### config.mk
export PLATFORM = sky130hd
export DESIGN_NAME = c_step_sequencer
export DESIGN_NICKNAME = d
export VERILOG_FILES = /design/src/rtl/c_step_seq_pkg.sv /design/src/rtl/c_step_counter.sv /design/src/rtl/c_step_sequencer.sv
export SDC_FILE = /design/constraint.sdc
export NUM_CORES = 1
export LEC_CHECK = 0
export ABC_AREA = 1
export CAP_MARGIN = 20
export CELL_PAD_IN_SITES_DETAIL_PLACEMENT = 1
export CELL_PAD_IN_SITES_GLOBAL_PLACEMENT = 1
export CORE_MARGIN = 2
export CORE_UTILIZATION = 26
export DETAILED_ROUTE_END_ITERATION = 12
export HOLD_SLACK_MARGIN = 0.08
export PLACE_DENSITY_LB_ADDON = 0.2
export SLEW_MARGIN = 20
export SYNTH_ARGS = -nofsm -noshare
export SYNTH_HDL_FRONTEND = slang
export SYNTH_SLANG_ARGS = --single-unit
### constraint.sdc
create_clock -name clk -period 1.18 [get_ports clk]
set_clock_uncertainty 0.1 [all_clocks]
set_input_delay 0.177 -clock clk [delete_from_list [all_inputs] [get_ports clk]]
set_output_delay 0.177 -clock clk [all_outputs]
set_load 0.005 [all_outputs]
### src/rtl/c_step_seq_pkg.sv
// ============================================================================
// Module   : c_step_seq_pkg
// Brief    : Shared encodings and constants for the control-step sequencer.
// Revision : 1.0
// ============================================================================
`default_nettype none

package c_step_seq_pkg;

    typedef enum logic [0:0] {
        ST_IDLE = 1'b0,
        ST_RUN  = 1'b1
    } state_t;

    localparam int         SEL_W_DEFAULT = 3;
    localparam logic [2:0] STEP_LAST_MAX = 3'd7;

endpackage

`default_nettype wire

### src/rtl/c_step_counter.sv
// ============================================================================
// Module   : c_step_counter
// Brief    : Step counter with clear, load-zero, hold, increment and
//            terminal compare against the latched last-step index.
// Revision : 1.0
// ============================================================================
`default_nettype none

module c_step_counter #(
    parameter int SEL_W = 3
) (
    input  logic             clk,
    input  logic             rst,
    input  logic             clr,
    input  logic             load,
    input  logic             inc,
    input  logic [SEL_W-1:0] len_q,
    output logic [SEL_W-1:0] cnt,
    output logic             term
);

    logic [SEL_W-1:0] r_cnt;

    always_ff @(posedge clk) begin
        if (rst || clr) begin
            r_cnt <= '0;
        end else if (load) begin
            r_cnt <= '0;
        end else if (inc) begin
            r_cnt <= r_cnt + SEL_W'(1);
        end
    end

    assign cnt  = r_cnt;
    assign term = (r_cnt == len_q);

endmodule

`default_nettype wire

### src/rtl/c_step_sequencer.sv
// ============================================================================
// Module   : c_step_sequencer
// Brief    : Control-step sequencer (start/stall/abort, 1..8 steps, done).
//            Optional back-to-back chaining: C_STEP_SEQ_CHAIN_EN.
// Revision : 1.0
// ============================================================================
`default_nettype none

module c_step_sequencer
    import c_step_seq_pkg::*;
#(
    parameter int SEL_W = SEL_W_DEFAULT
) (
    input  logic             clk,
    input  logic             rst,
    input  logic             start,
    input  logic [SEL_W-1:0] len,
    input  logic             stall,
    input  logic             abort,
    output logic [SEL_W-1:0] sel,
    output logic             dis,
    output logic             busy,
    output logic             done
);

    state_t           r_state;
    state_t           w_state_nxt;
    logic [SEL_W-1:0] r_len_q;
    logic [SEL_W-1:0] w_len_nxt;
    logic             r_done;
    logic             w_done_nxt;
    logic             w_clr;
    logic             w_load;
    logic             w_inc;
    logic             w_term;
    logic [SEL_W-1:0] w_cnt;

    c_step_counter #(
        .SEL_W (SEL_W)
    ) u_counter (
        .clk   (clk),
        .rst   (rst),
        .clr   (w_clr),
        .load  (w_load),
        .inc   (w_inc),
        .len_q (r_len_q),
        .cnt   (w_cnt),
        .term  (w_term)
    );

    always_ff @(posedge clk) begin
        if (rst) begin
            r_state <= ST_IDLE;
            r_len_q <= '0;
            r_done  <= 1'b0;
        end else begin
            r_state <= w_state_nxt;
            r_len_q <= w_len_nxt;
            r_done  <= w_done_nxt;
        end
    end

    // Priority: abort > stall > advance/start (rst handled in the registers).
    always_comb begin
        w_state_nxt = r_state;
        w_len_nxt   = r_len_q;
        w_done_nxt  = 1'b0;
        w_clr       = 1'b0;
        w_load      = 1'b0;
        w_inc       = 1'b0;
        case (r_state)
            ST_IDLE: begin
                if (start && !abort) begin
                    w_state_nxt = ST_RUN;
                    w_len_nxt   = len;
                    w_load      = 1'b1;
                end
            end
            ST_RUN: begin
                if (abort) begin
                    w_state_nxt = ST_IDLE;
                    w_clr       = 1'b1;
                end else if (stall) begin
                    w_state_nxt = ST_RUN;
                end else if (w_term) begin
                    w_done_nxt = 1'b1;
`ifdef C_STEP_SEQ_CHAIN_EN
                    if (start) begin
                        w_len_nxt = len;
                        w_load    = 1'b1;
                    end else begin
                        w_state_nxt = ST_IDLE;
                        w_clr       = 1'b1;
                    end
`else
                    w_state_nxt = ST_IDLE;
                    w_clr       = 1'b1;
`endif
                end else begin
                    w_inc = 1'b1;
                end
            end
            default: begin
                w_state_nxt = ST_IDLE;
                w_clr       = 1'b1;
            end
        endcase
    end

    assign sel  = w_cnt;
    assign busy = (r_state == ST_RUN);
    assign dis  = (r_state == ST_IDLE);
    assign done = r_done;

endmodule

`default_nettype wire

==> results of run 1 <==
==> cell families after synthesis <==
family	count (synthesis)	synth area share, %
AO/OA/AOI/OAI	7	8.09
XOR/XNOR	1	2.02
adder cells (fa/ha/maj)	1	2.89
buffers and inverters	13	11.3
flip-flops	8	37.0
AND/OR/NAND/NOR	31	38.7
==> worst paths after layout <==
| path | start | to | slack (ns) | depth (start not counted) |
|---|---|---|---|---|
| worst max-delay path | u_counter.cnt[0] | busy | -0.08 | 8 |
| worst min-delay path | r_len_q[1] | r_len_q[1] | 0.38 | 2 |
| worst max register to register | u_counter.cnt[0] | busy | -0.08 | 8 |
| worst min register to register | r_len_q[1] | r_len_q[1] | 0.38 | 2 |
==> worst max-delay path, cell delays in order (launching register included) <==
cell	delay, ns
dfxtp_2	0.33
buf_6	0.12
inv_4	0.04
nand2_2	0.04
nand2_2	0.06
nand4_1	0.15
buf_4	0.18
nand3_2	0.06
a21oi_2	0.05
==> cell usage in the layout (no fill, tap or decap), drive strengths merged <==
cell            n
buf            15
nor2            5
ha              1
a21oi           4
dfxtp           8
xnor2           1
inv            13
clkdlybuf4s50   7
clkdlybuf4s15   1
nand3           5
nand2          16
dlygate4sd2     3
clkbuf          4
nand4           4
o21ai           3
nor4            1
==> cell type report <==
cell class	count	area [um2]	share of cell area (%)
inverters	13	51.3	6.84
flip-flops and latches	8	170	22.7
repair buffers	27	228	30.4
multi-input cells	40	258	34.4
clock buffers	3	22.5	3.01
well taps	16	20.0	2.67
==> stage by stage <==
step	area, um2	setup TNS, ns	power (mW)	hold slack (ns)	worst slack, ns
floorplan	433	0	0.348	0.146	0.0422
finish	749	-0.250	0.648	0.379	-0.0803
CTS	696	-0.382	0.637	0.380	-0.123
global placement	628	-1.53	0.407	0.356	-0.223
global route	749	-0.902	0.689	0.415	-0.193
detailed placement	628	-1.68	0.410	0.370	-0.236
==> report_power, final <==
part	switching (mW)	internal, mW	total [mW]
Clock	0.103	0.117	0.221
Combinational	0.0701	0.0749	0.145
Sequential	0.00679	0.276	0.283
Total	0.180	0.468	0.648
==> state kept, by name (all words and copies together) (netlist names) <==
name / count
r_len_q: 3
busy: 1
u_counter.cnt: 3
done: 1
==> routing by layer <==
layer | GRT usage (%) | vias up | part of all wire (%)
li1 | - | 257 | -
met1 | 18.5 | 223 | 42
met2 | 24.1 | 11 | 51
met3 | 2.40 | 4 | 3.8
met4 | 10.6 | 0 | 3.1
met5 | 0 | - | 0
==> timing repair <==
item / in CTS / in global routing
setup endpoints to repair: 12 / 11
pin swaps: 6 / 6
gates resized for setup: 18 / 12
setup buffers: 4 / 4
==> qor.yml, run 1 <==
cells_and_area:
  drive_above_1_share_pct: 44.0
  syn_to_final_growth_pct: 73.1
  final_cells: 107
  nNetsFinal: 102
  fill_cells: 195
  antenna_cells: 0
  finish.utilization_pct: 48.6
sta:
  rsz0062_at_grt: "true"
  period_needed_ns: 1.26
  worstMarginPinSlew_ns: 0.233
  hold_violations: 0
  drv_slew: 0
  fmax_ghz: 0.793
  max_slew_margin_pct: 84.4
  setup_slack_ns: -0.0803
  period_share_pct: 107
  setup_viol: 4
run_status:
  status: "finished, violations left"
  violations: "setup timing"
synthesis:
  synth_top_cell_by_area: "dfxtp_1"
  synth_top_cells_by_area: "dfxtp_1, nand2_1, inv_1"
  synth.most_common_cell: "nand2_1"
  postSynthCellCount: 61
  synth_area_um2: 433
  async_reset_ff_share_pct: 0
  ys_warn_count: 0
  yosys-top-cells-count: "nand2_1, inv_1, dfxtp_1"
  syn_nets: 70
  synth_edf_count: 0
  synth-seq-cells: 8
  yosysTopAreaCellShare_pct: 37.0
  synthFlopType: "dfxtp_1"
  synth_cell_type_count: 16
  seq_area_frac_synth_pct: 37.0
  avgSynthCellArea_um2: 7.10
clock_network:
  insertion_delay_ns: 0.26
  htree_levels: 1
  cts_root_buffer: "clkbuf_4"
  clock_path_buffers: 2
  clock-sinks: 8
  tritoncts: "done"
  cts.reportedPaths.clkPinSlew_ns: 0.06
  cts_buffers: 3
  hold_buffers: 0
route:
  drc_errors: 0
  vias: 495
  vias_per_cell: 4.63
  wl_per_cell_um: 11.6
  wl_um: 1250
  ant_nets: 0
  firstDrtPassIters: 1
  drtIter0Drc: 0
setup_path:
  cp-start-kind: "register"
  worstPathArrival_ns: 1.31
  critPathKind: "register to register"
  cp_max_fo: 4
  worstSetupEndpointType: "register"
  worstPathRequired_ns: 1.23
floorplanning:
  fp.dieW_um: 44.8
  rows: 14
  chipHeight_um: 44.8
  pin_count: 14
  die_area_mm2: 0.00201
  initial_utilization_pct: 28.1
  coreArea_mm2: 0.00154
grt:
  overflow: 0
  grt_max_degree: 9
  track_usage_pct: 15.1
  antenna_found_initial: 0
  grt_pass1_wl_um: 2150
  grt_pass1_vias: 490
place:
  placed_cells: 96
  port_buffers: 13
  gp_congestion: 0.718
  dpl.hpwl_um: 878
power_and_ir_drop:
  power_density_mw_per_mm2: 865
  leakagePower_nw: 0.346
  irDropWorstVdd_v: 0.000589
run:
  cap_violations: 0
worst_hold_path:
  min_path_type: "register to register"
(Power assumes the default switching activity.)
==> inputs of run 2 (changes only) <==
- CELL_PAD_IN_SITES_GLOBAL_PLACEMENT: 1 -> 2
- CORE_UTILIZATION: 26 -> 20
==> qor.yml, run 2 (synthesis results as in run 1) <==
run_status:
  status: "finished, final reports clean"
route:
  vias_per_cell: 4.19
  drc_errors: 0
  drtIter0Drc: 4
  vias: 469
  wl_per_cell_um: 9.96
  firstDrtPassIters: 4
  wl_um: 1120
  ant_nets: 0
grt:
  grt_util_met1_pct: 13.3
  grt_max_degree: 9
  overflow: 0
  antenna_found_initial: 0
  met2_usage_pct: 17.1
  grt_pass1_wl_um: 2050
  use_met3_pct: 2.08
  busiest_layer: "met2"
  track_usage_pct: 10.6
  grt_pass1_vias: 482
floorplanning:
  coreArea_mm2: 0.00200
  chipHeight_um: 50.5
  initial_utilization_pct: 21.6
  pin_count: 14
  die_area_mm2: 0.00255
  fp.dieW_um: 50.5
  rows: 16
clock_network:
  tritoncts: "done"
  clock_path_buffers: 2
  cts.reportedPaths.clkPinSlew_ns: 0.06
  cts_buffers: 3
  cts_root_buffer: "clkbuf_4"
  insertion_delay_ns: 0.25
  htree_levels: 1
  clock-sinks: 8
setup_path:
  crit_chain: "xnor2_2, nand4_1, nand2_1, nand2_1, nand2_2, nor2_1"
  critPathSlowestCell: "dfxtp_2"
  cp-start-kind: "register"
  reg2reg_depth: 6
  worstReg2RegEnd: "u_counter.cnt[0]"
  crit_start: "r_len_q[2]"
  critPathKind: "register to register"
  cp_max_fo: 3
  crit-reg2reg-launch: "r_len_q[2]"
  worstPathArrival_ns: 1.22
  slowest_delay_ns: 0.34
  crit_top_cell: "nand2_1"
  regToRegSetupSlack_ns: 0.004
  worstSetupEndpointType: "register"
  worstPathRequired_ns: 1.22
cells_and_area:
  fill_cells: 261
  antenna_cells: 0
  final_cell_mix: "nand2_1, inv_1, buf_4"
  syn_to_final_growth_pct: 62.1
  drive_above_1_share_pct: 40.0
  final_common_cell: "nand2_1"
  final_cells: 112
  stdcell_area_um2: 702
  nNetsFinal: 96
sta:
  rsz0062_at_grt: "true"
  fmax_ghz: 0.850
  hold_violations: 0
  period_needed_ns: 1.18
  period_share_pct: 99.7
  drv_slew: 0
  setup_viol: 0
  max_slew_margin_pct: 85.1
  worstMarginPinSlew_ns: 0.222
  setup_slack_ns: 0.00388
place:
  preCtsSetupSlack_ns: -0.255
  port_buffers: 13
  dpl.hpwl_um: 895
  gp_congestion: 0.664
  placed_cells: 107
  placed_area_um2: 642
run:
  cap_violations: 0
worst_hold_path:
  hp-start: "r_len_q[2]"
  min_path_type: "register to register"
  min_to: "r_len_q[2]"
  holdPathStages: 2
power_and_ir_drop:
  power_density_mw_per_mm2: 877
  total_power_mw: 0.615
  leakagePower_nw: 0.317
  irDropWorstVdd_v: 0.000317
==> run 2: layout make-up <==
cell class	count	area [um2]	share of cell area [%]
Multi-Input combinational cell	40	246	35.1
Timing Repair Buffer	21	179	25.5
Sequential cell	8	171	24.4
Inverter	13	48.8	6.95
Tap cell	27	33.8	4.81
Clock buffer	3	22.5	3.21
==> run 2: how the worst max path moves through the flow <==
stage	slack [ns]	endpoint	cells after the start
2_1_floorplan	0.04	u_counter.cnt[1]	6
3_3_place_gp	-0.24	u_counter.cnt[1]	7
3_5_place_dp	-0.25	u_counter.cnt[0]	7
4_1_cts	-0.02	u_counter.cnt[0]	8
5_1_grt	-0.12	u_counter.cnt[2]	6
6_report	0.004	u_counter.cnt[0]	6
==> run 2: metal layers <==
metal / wire [um] / vias to the layer above / share of wire [%]
li1: - / 245 / -
met1: 510 / 215 / 46
met2: 538 / 9 / 48
met3: 65 / 0 / 5.8
met4: 0 / 0 / 0
met5: 0 / - / 0
==> run 2: critical path: cells and delay by family (launching register included) <==
family        cells  cell delay (ns)
simple gates      5             0.47
flops             1             0.34
xor+xnor          1             0.17
==> run 2: repair_timing <==
| item | 4_1_cts | 5_1_grt |
|---|---|---|
| gates cloned | 0 | 0 |
| buffers inserted | 4 | 0 |
| gates resized for setup | 18 | 7 |
| hold buffers | 0 | 0 |
| pin swaps | 8 | 8 |
| endpoints found under the setup margin | 10 | 9 |
==> run 2: metrics by stage <==
step           hold slack (ns)  utilization (%)  setup TNS [ns]
4_1_cts                  0.376             34.7         -0.0481
6_report                 0.373             35.1               0
2_1_floorplan            0.146                -               0
3_5_place_dp             0.366             32.1           -1.79
3_3_place_gp             0.365             32.1           -1.66
5_1_grt                  0.402             35.1          -0.378
==> run 2: power breakdown <==
| part | switching (mW) | total, mW | leakage, nW | internal [mW] |
|---|---|---|---|---|
| logic | 0.0609 | 0.123 | 0.235 | 0.0622 |
| registers | 0.00683 | 0.283 | 0.0681 | 0.277 |
| clock network | 0.0924 | 0.209 | 0.0138 | 0.116 |
| total | 0.160 | 0.615 | 0.317 | 0.455 |
